===== src/rtl/uart_block_rx.sv =====
// UART receiver that packs BLOCK_BYTES good bytes into one wide word (first byte in the MSBs)
// behind a ready/valid output register, with parity/stop checking and an inter-byte timeout.
module uart_block_rx #(
   parameter int CLK_DIV      = 5208,
   parameter int PARITY       = 0,
   parameter int STOP_BITS    = 1,
   parameter int BLOCK_BYTES  = 16,
   parameter int TIMEOUT_BITS = 20
) (
   input  logic                     clk,
   input  logic                     rst,
   input  logic                     rx,
   output logic [8*BLOCK_BYTES-1:0] blk_data,
   output logic                     blk_valid,
   input  logic                     blk_ready,
   output logic                     err_frame,
   output logic                     err_parity,
   output logic                     err_timeout,
   output logic                     err_overrun,
   output logic                     busy
);
   localparam int BW = $clog2(CLK_DIV);
   localparam int CW = $clog2(BLOCK_BYTES + 1);
   localparam int TO = TIMEOUT_BITS * CLK_DIV;
   localparam int IW = $clog2(TO + 1);
   localparam int DW = 8 * BLOCK_BYTES;

   typedef enum logic [2:0] {S_IDLE, S_START, S_DATA, S_PAR, S_STOP} state_t;

   state_t          r_state, w_next;
   logic [1:0]      r_sync;
   logic            r_rx_prev;
   logic [BW-1:0]   r_baud;
   logic [2:0]      r_bit;
   logic [7:0]      r_shift;
   logic            r_par_err, r_frm_err;
   logic [CW-1:0]   r_cnt;
   logic [IW-1:0]   r_idle;
   logic [DW-1:0]   r_data;
   logic            r_valid;
   logic            r_err_frame, r_err_parity, r_err_timeout, r_err_overrun;

   logic            w_rx, w_fall, w_tick, w_half;
   logic            w_baud_clr, w_data_smp, w_par_smp, w_stop_smp, w_last_stop;
   logic            w_par_exp, w_ferr, w_perr, w_commit, w_full, w_to, w_idle_run;
   logic [CW-1:0]   w_cnt_inc;
   logic [DW-1:0]   w_asm_next;

   assign w_rx      = r_sync[1];
   assign w_fall    = r_rx_prev & ~w_rx;
   assign w_tick    = (r_baud == BW'(CLK_DIV - 1));
   assign w_half    = (r_baud == BW'(CLK_DIV / 2 - 1));
   assign w_par_exp = (PARITY == 1) ? ~^r_shift : ^r_shift;
   assign w_ferr    = r_frm_err | ~w_rx;
   assign w_perr    = r_par_err;
   assign w_commit  = w_last_stop & ~w_ferr & ~w_perr;
   assign w_cnt_inc = r_cnt + CW'(1);
   assign w_full    = (w_cnt_inc == CW'(BLOCK_BYTES));
   assign w_idle_run = (r_state == S_IDLE) && (r_cnt != '0);
   assign w_to      = w_idle_run && (r_idle == IW'(TO - 1));

   always_ff @(posedge clk or posedge rst) begin
      if (rst) r_state <= S_IDLE;
      else     r_state <= w_next;
   end

   always_comb begin
      w_next = r_state;
      unique case (r_state)
         S_IDLE:  if (w_fall) w_next = S_START;
         S_START: if (w_half) w_next = w_rx ? S_IDLE : S_DATA;
         S_DATA:  if (w_tick && r_bit == 3'd7) w_next = (PARITY != 0) ? S_PAR : S_STOP;
         S_PAR:   if (w_tick) w_next = S_STOP;
         S_STOP:  if (w_tick && r_bit == 3'(STOP_BITS - 1)) w_next = S_IDLE;
         default: w_next = S_IDLE;
      endcase
   end

   always_comb begin
      w_baud_clr  = (r_state == S_IDLE) || ((r_state == S_START) ? w_half : w_tick);
      w_data_smp  = (r_state == S_DATA) && w_tick;
      w_par_smp   = (r_state == S_PAR)  && w_tick;
      w_stop_smp  = (r_state == S_STOP) && w_tick;
      w_last_stop = w_stop_smp && (r_bit == 3'(STOP_BITS - 1));
      busy        = (r_state != S_IDLE) || (r_cnt != '0);
   end

   // Assembly holds only the BLOCK_BYTES-1 older bytes; the newest byte comes straight from r_shift.
   generate
      if (BLOCK_BYTES > 1) begin : g_asm
         logic [DW-9:0] r_asm;
         always_ff @(posedge clk or posedge rst) begin
            if (rst)                     r_asm <= '0;
            else if (w_commit && !w_full) r_asm <= w_asm_next[DW-9:0];
         end
         assign w_asm_next = {r_asm, r_shift};
      end else begin : g_asm1
         assign w_asm_next = r_shift;
      end
   endgenerate

   always_ff @(posedge clk or posedge rst) begin
      if (rst) begin
         r_sync        <= 2'b11;
         r_rx_prev     <= 1'b1;
         r_baud        <= '0;
         r_bit         <= '0;
         r_shift       <= '0;
         r_par_err     <= 1'b0;
         r_frm_err     <= 1'b0;
         r_cnt         <= '0;
         r_idle        <= '0;
         r_data        <= '0;
         r_valid       <= 1'b0;
         r_err_frame   <= 1'b0;
         r_err_parity  <= 1'b0;
         r_err_timeout <= 1'b0;
         r_err_overrun <= 1'b0;
      end else begin
         r_err_frame   <= 1'b0;
         r_err_parity  <= 1'b0;
         r_err_timeout <= 1'b0;
         r_err_overrun <= 1'b0;
         r_sync        <= {r_sync[0], rx};
         r_rx_prev     <= w_rx;
         r_baud        <= w_baud_clr ? '0 : r_baud + BW'(1);
         if (r_state != w_next) r_bit <= '0;
         else if (w_tick)       r_bit <= r_bit + 3'd1;

         if (r_state == S_START) begin
            r_par_err <= 1'b0;
            r_frm_err <= 1'b0;
         end
         if (w_data_smp)            r_shift   <= {w_rx, r_shift[7:1]};
         if (w_par_smp)             r_par_err <= (w_rx != w_par_exp);
         if (w_stop_smp && !w_rx)   r_frm_err <= 1'b1;

         r_idle <= (w_idle_run && !w_to) ? r_idle + IW'(1) : '0;

         if (r_valid && blk_ready) r_valid <= 1'b0;

         if (w_last_stop) begin
            if (w_ferr || w_perr) begin
               r_cnt        <= '0;
               r_err_frame  <= w_ferr;
               r_err_parity <= w_perr;
            end else if (w_full) begin
               r_cnt <= '0;
               if (!r_valid || blk_ready) begin
                  r_data  <= w_asm_next;
                  r_valid <= 1'b1;
               end else begin
                  r_err_overrun <= 1'b1;
               end
            end else begin
               r_cnt <= w_cnt_inc;
            end
         end else if (w_to) begin
            r_cnt         <= '0;
            r_err_timeout <= 1'b1;
         end
      end
   end

   assign blk_data    = r_data;
   assign blk_valid   = r_valid;
   assign err_frame   = r_err_frame;
   assign err_parity  = r_err_parity;
   assign err_timeout = r_err_timeout;
   assign err_overrun = r_err_overrun;
endmodule


===== config.mk =====
export PLATFORM = sky130hd
export DESIGN_NAME = uart_block_rx
export DESIGN_NICKNAME = d
export VERILOG_FILES = /design/src/rtl/uart_block_rx.sv
export SDC_FILE = /design/constraint.sdc
export NUM_CORES = 1
export LEC_CHECK = 0
export BUFFER_PORTS_ARGS = -buffer_cell sky130_fd_sc_hd__buf_2
export CAP_MARGIN = 20
export CORE_MARGIN = 5
export CORE_UTILIZATION = 58
export DETAILED_ROUTE_END_ITERATION = 8
export HOLD_SLACK_MARGIN = 0.12
export PLACE_DENSITY = 0.8
export SYNTH_ARGS = -nofsm -noshare
export SYNTH_HDL_FRONTEND = slang
export SYNTH_SLANG_ARGS = --single-unit

===== constraint.sdc =====
create_clock -name clk -period 13.75 [get_ports clk]
set_clock_uncertainty 0.05 [all_clocks]
set_input_delay 2.0625 -clock clk [delete_from_list [all_inputs] [get_ports clk]]
set_output_delay 2.0625 -clock clk [all_outputs]
set_load 0.02 [all_outputs]

After elaboration in Yosys (flattened, before gate mapping)
Index checks and enable logic that the tools add are counted.

storage, ports and cells
  flip-flop bits (word level) = 307
  output and inout bits = 134

cells by class
  $add $sub $neg = 4
  eq/ne operators = 11
  mux-type cells = 34
  bitwise logic cells = 8
  reduce and logical (&&, ||, !) cells = 30

operators by type and width
  kind                                                                      count
  3-bit 2-to-1 mux                                                          7
  5-bit 2-to-1 mux                                                          4
  1-bit 2-to-1 mux                                                          19
  17-bit by 1-bit adder with 17-bit output (second input constant)          1
  17-bit equality test (second input constant)                              1
  17-bit 2-to-1 mux                                                         1
  3-bit case mux with 5 select lines                                        1
  13-bit by 1-bit adder with 13-bit output (second input constant)          1
  13-bit by 12-bit equality test with 1-bit output (second input constant)  1
  13-bit equality test (second input constant)                              1
  13-bit 2-to-1 mux                                                         1
  1-bit logical AND                                                         12
  2-bit nonzero test                                                        4
  8-bit parity                                                              1
  3-bit by 2-bit equality test with 1-bit output (second input constant)    2
  3-bit equality test (second input constant)                               2
  3-bit logical NOT                                                         2
  5-bit by 1-bit adder with 5-bit output (second input constant)            1
  5-bit equality test (second input constant)                               1
  5-bit nonzero test                                                        1
  1-bit logical NOT                                                         4
  1-bit logical OR                                                          4
  1-bit inverter                                                            4
  4-bit AND reduction                                                       1
  8 further kinds                                                           10

Longest topological paths before layout
Gate-level depths: netlist of run 1.

  depth after elaboration = 6
  depth in mapped cells = 9
  mapped depth without buffers = 7

Worst setup path after synthesis of run 1
OpenSTA, ideal clock, no wires.

  path kind = register to output
  from = register r_cnt[0]
  to = output port busy
  arrival time = 1.103 ns
  data required time = 11.637 ns
  slack = 10.535 ns
  cell stages (with the launch flop) = 5
  buffers on the path = 0
  path through = dfrtp_1 > inv_1 > ha_1 > nor4b_1 > nand3_1

between the ends
  cells in the longest elaborated chain, start to end = 2

ends and longest elaborated chain
  item                      line  RTL
  start: declaration        37    logic [CW-1:0] r_cnt;
  start signal: assignment  156   r_cnt <= w_cnt_inc;
  5-bit nonzero test        85    busy = (r_state != S_IDLE) || (r_cnt != '0);
  1-bit logical OR          85
  end: declaration          20    output logic busy

No other way between the ends.

Worst setup path in the final report of run 1
Ends and elaborated chain as after synthesis.

==> flow_summary_export.csv, run 1 <==
group,metric,value,unit
outcome,status,"finished clean",
floorplan,die_y,158,um
setup_path,startpoint_type,"flop",
floorplan,rows,54,
route,wl_per_cell,17.8,um
setup_path,rr_startpoint,"r_baud[0]",
min_path,hold_path_class,"reg -> reg",
sta,slew_violations,0,
route,drt_iter0_drc,348,
clock_network,cts.sinks,307,
global_routing,grt_use_met3,3.50,%
yosys,synthesis.area,12700,sq um
clock_network,cts_made_buffers,31,
clock_network,root_buffer,"clkbuf_16",
setup_path,r2r_end,"blk_data[4]",
clock_network,htreeDepth,1,
layout,syn_to_final_growth,13.9,%
placement,hpwlAfterDp,14400,um
setup_path,regToRegSetupSlack,10.01,ns
yosys,ys_async_sr_fraction,100,%
route,drt_wl_total,22300,um
clock_network,hold_buffers,0,
layout,fin_cells,1254,
yosys,syn_nets,825,
clock_network,clkTransAtPathRegs,0.06,ns
setup_path,arrival,2.05,ns
placement,placed_cells,1202,
global_routing,grt_pass1_wl,36900,um
global_routing,busiest_layer,"met2",
setup_path,cp.required,11.64,ns
sta,setup_slack,9.58,ns
route,ant_nets,0,
setup_path,worst_r2r_path_depth,7,
yosys,synthDistinctLibCells,48,
yosys,synth-seq-cells,307,
global_routing,use_met1,26.2,%
sta,period_share,30.3,%
yosys,synth.avg_cell_area,15.6,sq um
yosys,synthAdderAreaFrac,0.692,%
placement,place_congestion,0.792,
global_routing,first_global_vias,6930,
placement,port-buffer-count,137,
global_routing,grt_antenna_before_repair,0,
clock_network,clock_latency,0.54,ns
min_path,min_from,"r_sync[0]",
clock_network,cts_setup_buffers,0,
yosys,synth_compound_area_share,1.20,%
clock_network,cts_tree,"done",
global_routing,grt_use_met2,28.9,%
sta,hold_viol_final,0,
route,drc,0,
clock_network,post_cts_resize_count,0,
floorplan,core_area,21700,sq um
yosys,ys.flop_type,"dfrtp_1",
sta,worst_pin_slew,0.999,ns
sta,slew_headroom,33.4,%
layout,final_layout_size_suffix_gt1_share,46.1,%
route,firstDrtPassIters,4,
placement,place_ws,9.28,ns
yosys,synthXorXnorAreaFrac,2.46,%
job,maxCapViolations,0,
sta,fin_hold_ws,0.309,ns
setup_path,end_kind,"output port",
global_routing,grt_start_max_net_pins,115,
floorplan,io_pins,138,
global_routing,grt.overflow.total,0,
floorplan,die_width,158,um
route,vias,6699,
setup_path,critPathMaxFanout,5,
yosys,synth_mux_area_share,26.6,%
global_routing,grt_usage,18.1,%
yosys,syn_inst,814,
route,vias_per_cell,5.34,
yosys,synthSimpleGateAreaFrac,5.87,%
clock_network,clk_path_buf_depth,3,
pwr,pwr_density_cell,120,nW/um^2
min_path,holdPathStages,0,
sta,final.min_clock_period,4.17,ns
layout,finalNetCount,966,
yosys,ys_warn_count,0,
sta,grt_setup_unrepaired,"false",
min_path,min_to,"r_sync[1]",
setup_path,critPathKind,"reg -> out",
yosys,synth_edf_count,0,
sta,fmax,240,MHz
layout,nFillCells,1508,
layout,n_antenna_cell,0,
floorplan,die_area,24900,sq um
yosys,seq_area_frac_synth,60.7,%
sta,tns,0,ns
sta,setup_viol,0,
pwr,peakVddDrop,0.0899,mV
pwr,p_leak,7.88,nW
floorplan,initial_core_util,58.4,%
yosys,synth_top_family_by_area,"multiplexers",
-- layer usage --
layer  wire length [um]  part of all wire, %
met3               1060                  4.7
met1              10400                   47
met2              10500                   47
met5                  0                    0
met4                319                  1.4
-- cells in the final DEF (no fill, tap or decap), types with 4 or more instances in the layout --
master | synthesis | routed
dfrtp_1 | 304 | 304
and2_1 | 5 | 5
mux2_4 | 120 | 120
nor2_1 | 47 | 47
clkbuf_16 | 0 | 31
buf_2 | 5 | 137
xor2_1 | 16 | 16
ha_1 | 7 | 7
mux2_2 | 130 | 130
nand3_1 | 13 | 13
and3_1 | 4 | 4
nand4_1 | 6 | 6
and4_1 | 4 | 4
inv_1 | 9 | 8
nor2b_1 | 8 | 8
o21ai_0 | 11 | 11
buf_4 | 11 | 7
xnor2_1 | 17 | 17
clkbuf_8 | 0 | 6
nor4_1 | 4 | 4
clkbuf_1 | 7 | 9
nand2_1 | 20 | 20
clkinv_2 | 0 | 4
mux2_1 | 7 | 7
nand2b_1 | 6 | 6
-- flip-flops by register name, indices dropped and copies added, names as in the netlist, 2 cells and up --
name and cells:
blk_data 128, r_idle 17, r_bit 3, r_state 3, r_baud 13, r_cnt 5, g_asm.r_asm 120, r_sync 2
r_shift 8
-- worst max-delay path, cell delays in order (launching register included) --
cell     delay (ns)
dfrtp_1        0.42
inv_1          0.10
ha_1           0.14
nor4b_1        0.47
nand3_1        0.18
buf_2          0.20
-- worst max path at each step --
stage	from	endpoint	slack [ns]
3_3_place_gp	blk_ready	blk_data[43]	9.32
6_report	r_cnt[0]	busy	9.58
5_1_grt	r_cnt[0]	busy	9.54
4_1_cts	r_cnt[0]	busy	9.61
3_5_place_dp	blk_ready	blk_data[42]	9.28
2_1_floorplan	rst	blk_data[0]	3.15
-- cells in the mapped netlist (8+ instances only) --
master	count	share of area, %
xor2_1	16	1.1
nor2b_1	8	0.40
nand2_1	20	0.59
buf_6	13	1.2
buf_4	11	0.65
mux2_4	120	14
inv_1	9	0.27
nand3_1	13	0.51
xnor2_1	17	1.2
mux2_2	130	12
nor2_1	47	1.4
dfrtp_1	304	60
o21ai_0	11	0.43
-- cell families after synthesis --
kind of cell | Yosys count
muxes | 259
xor gates and xnor gates | 34
and+or+nand+nor | 139
DFF | 307
buffers and inverters | 45
adders and majority gates | 7
AOI/OAI and AO/OA | 23
-- per-stage QoR --
step / instance area (sq um) / utilization (%) / power (mW)
after global routing: 14400 / 66.5 / 1.81
after detailed placement: 13500 / 62.2 / 0.984
after floorplan: 12700 / - / 0.972
after global placement: 13500 / 62.2 / 0.982
final: 14400 / 66.5 / 1.74
after CTS: 14400 / 66.5 / 1.76
-- power breakdown --
part / switching [mW] / total, mW / internal, mW / leakage (nW)
logic: 0.0314 / 0.0451 / 0.0137 / 3.15
registers: 0.00942 / 0.921 / 0.912 / 4.27
clock network: 0.326 / 0.771 / 0.445 / 0.462
total: 0.367 / 1.74 / 1.37 / 7.88
-- cell type report --
| class | instances | area (sq um) | area share [%] |
|---|---|---|---|
| clock inverters | 6 | 40.0 | 0.278 |
| flip-flops and latches | 307 | 7690 | 53.3 |
| inverters | 9 | 41.3 | 0.286 |
| multi-input cells | 462 | 4670 | 32.4 |
| clock buffers | 46 | 892 | 6.19 |
| well taps | 280 | 350 | 2.43 |
| repair buffers | 144 | 738 | 5.12 |
Note: power is estimated with default switching activity, not from simulation.
==> inputs of run 2 (changes only) <==
--- a/config.mk
+++ b/config.mk
@@ -8,10 +8,10 @@
 export BUFFER_PORTS_ARGS = -buffer_cell sky130_fd_sc_hd__buf_2
 export CAP_MARGIN = 20
 export CORE_MARGIN = 5
-export CORE_UTILIZATION = 58
+export CORE_UTILIZATION = 53
 export DETAILED_ROUTE_END_ITERATION = 8
 export HOLD_SLACK_MARGIN = 0.12
-export PLACE_DENSITY = 0.8
+export PLACE_DENSITY = 0.77
 export SYNTH_ARGS = -nofsm -noshare
 export SYNTH_HDL_FRONTEND = slang
 export SYNTH_SLANG_ARGS = --single-unit
==> constraint.sdc (replaced) <==
create_clock -name clk -period 3.45 [get_ports clk]
set_clock_uncertainty 0.05 [all_clocks]
set_input_delay 0.5175 -clock clk [delete_from_list [all_inputs] [get_ports clk]]
set_output_delay 0.5175 -clock clk [all_outputs]
set_load 0.02 [all_outputs]
==> flow_summary_export.csv, run 2 (synthesis results as in run 1) <==
group,metric,value,unit
pwr,power,7.21,mW
route,vias_per_cell,5.19,
layout,syn_to_final_growth,15.9,%
job,maxCapViolations,0,
placement,place_congestion,0.770,
global_routing,grt_start_max_net_pins,111,
placement,port-buffer-count,137,
sta,hold_viol_final,0,
sta,slew_headroom,40.8,%
global_routing,grt_antenna_before_repair,0,
layout,final_layout_size_suffix_gt1_share,46.3,%
sta,fin_hold_ws,0.312,ns
route,wl_per_cell,17.7,um
setup_path,critPathKind,"reg -> reg",
global_routing,grt_usage,17.2,%
clock_network,root_buffer,"clkbuf_16",
sta,period_share,81.4,%
layout,fin_area,14700,sq um
route,vias,6750,
placement,placed_cells,1244,
clock_network,cts_tree,"done",
clock_network,post_cts_resize_count,0,
outcome,status,"finished clean",
floorplan,die_area,27100,sq um
sta,setup_slack,0.642,ns
placement,place_ws,0.714,ns
sta,slew_violations,0,
clock_network,clkTransAtPathRegs,0.06,ns
route,drt_wl_total,23000,um
layout,largest_reg_flops,128,
pwr,peakVddDrop,0.326,mV
global_routing,first_global_vias,6908,
route,firstDrtPassIters,4,
global_routing,grt.overflow.total,0,
sta,setup_viol,0,
floorplan,io_pins,138,
pwr,p_leak,7.96,nW
floorplan,core_area,23500,sq um
min_path,hold_path_class,"reg -> reg",
clock_network,clock_latency,0.54,ns
placement,placed_area,13600,sq um
floorplan,die_width,165,um
clock_network,clk_path_buf_depth,3,
sta,fmax,356,MHz
layout,final_cell_mix,"dfrtp_1, buf_2, mux2_2, mux2_4, nor2_1",
sta,grt_setup_unrepaired,"false",
route,ant_nets,0,
floorplan,initial_core_util,53.9,%
sta,tns,0,ns
setup_path,arrival,3.18,ns
clock_network,htreeDepth,1,
layout,layout_commonest_cell,"dfrtp_1",
setup_path,cp.required,3.82,ns
placement,hpwlAfterDp,14800,um
layout,fin_cells,1301,
sta,worst_pin_slew,0.888,ns
clock_network,cts_made_buffers,31,
clock_network,cts.sinks,307,
setup_path,critPathMaxFanout,110,
layout,n_antenna_cell,0,
route,drc,0,
clock_network,cts_setup_buffers,0,
pwr,pwr_density_cell,491,nW/um^2
global_routing,grt_pass1_wl,37800,um
setup_path,end_kind,"flop",
floorplan,rows,56,
floorplan,die_y,165,um
route,drt_iter0_drc,333,
layout,final_core_util,62.5,%
setup_path,startpoint_type,"flop",
sta,final.min_clock_period,2.81,ns
layout,finalNetCount,971,
clock_network,hold_buffers,2,
[run 2: cell types whose count changed in the layout (fill, tap and decap cells not counted), moves of 2 or more]
| cell | before | now |
|---|---|---|
| clkinvlp_4 | 0 | 3 |
| dlygate4sd3_1 | 0 | 2 |
| inv_8 | 2 | 0 |
| bufinv_16 | 0 | 3 |
| clkinv_2 | 4 | 2 |
| buf_4 | 7 | 5 |
| buf_12 | 0 | 5 |
[run 2: area by class of cell]
cell class | count | area (sq um)
inverter | 9 | 37.5
sequential | 307 | 7690
tap | 319 | 399
timing repair buffer | 149 | 843
clock inverter | 8 | 124
multi-input combinational | 462 | 4670
clock buffer | 47 | 906
fill | 1759 | 8800
[run 2: metal layers]
layer,vias up,part of all wire [%],global-route usage [%]
met4,0,1.9,3.82
li1,3151,-,-
met5,-,0,0
met2,136,47,27.0
met3,37,5.3,3.29
met1,3426,46,25.0
[run 2: report_power, final]
group          switching, mW  leakage [nW]  internal (mW)
Combinational          0.125          3.19         0.0610
Sequential            0.0397          4.27           3.63
Clock                   1.33         0.498           2.02
Total                   1.49          7.96           5.72
[run 2: worst paths after layout]
kind                                 from                to  slack (ns)  cells after the start
worst min register to register  r_sync[0]         r_sync[1]        0.31                      0
worst max register to register  r_baud[0]       blk_data[2]        0.64                      7
min in group asynchronous             rst  g_asm.r_asm[105]        0.54                      3
worst max-delay path            r_baud[0]       blk_data[2]        0.64                      7
max in group asynchronous             rst         r_rx_prev        1.88                      4
worst min-delay path            r_sync[0]         r_sync[1]        0.31                      0
[run 2: worst max-delay path, cell delays in order (launching register included)]
cell and delay, ns:
dfrtp_1 0.36, ha_1 0.24, or3b_1 0.39, nand4b_4 0.38, nor2_4 0.29, nand3_4 0.11, buf_12 0.30, mux2_4 0.43
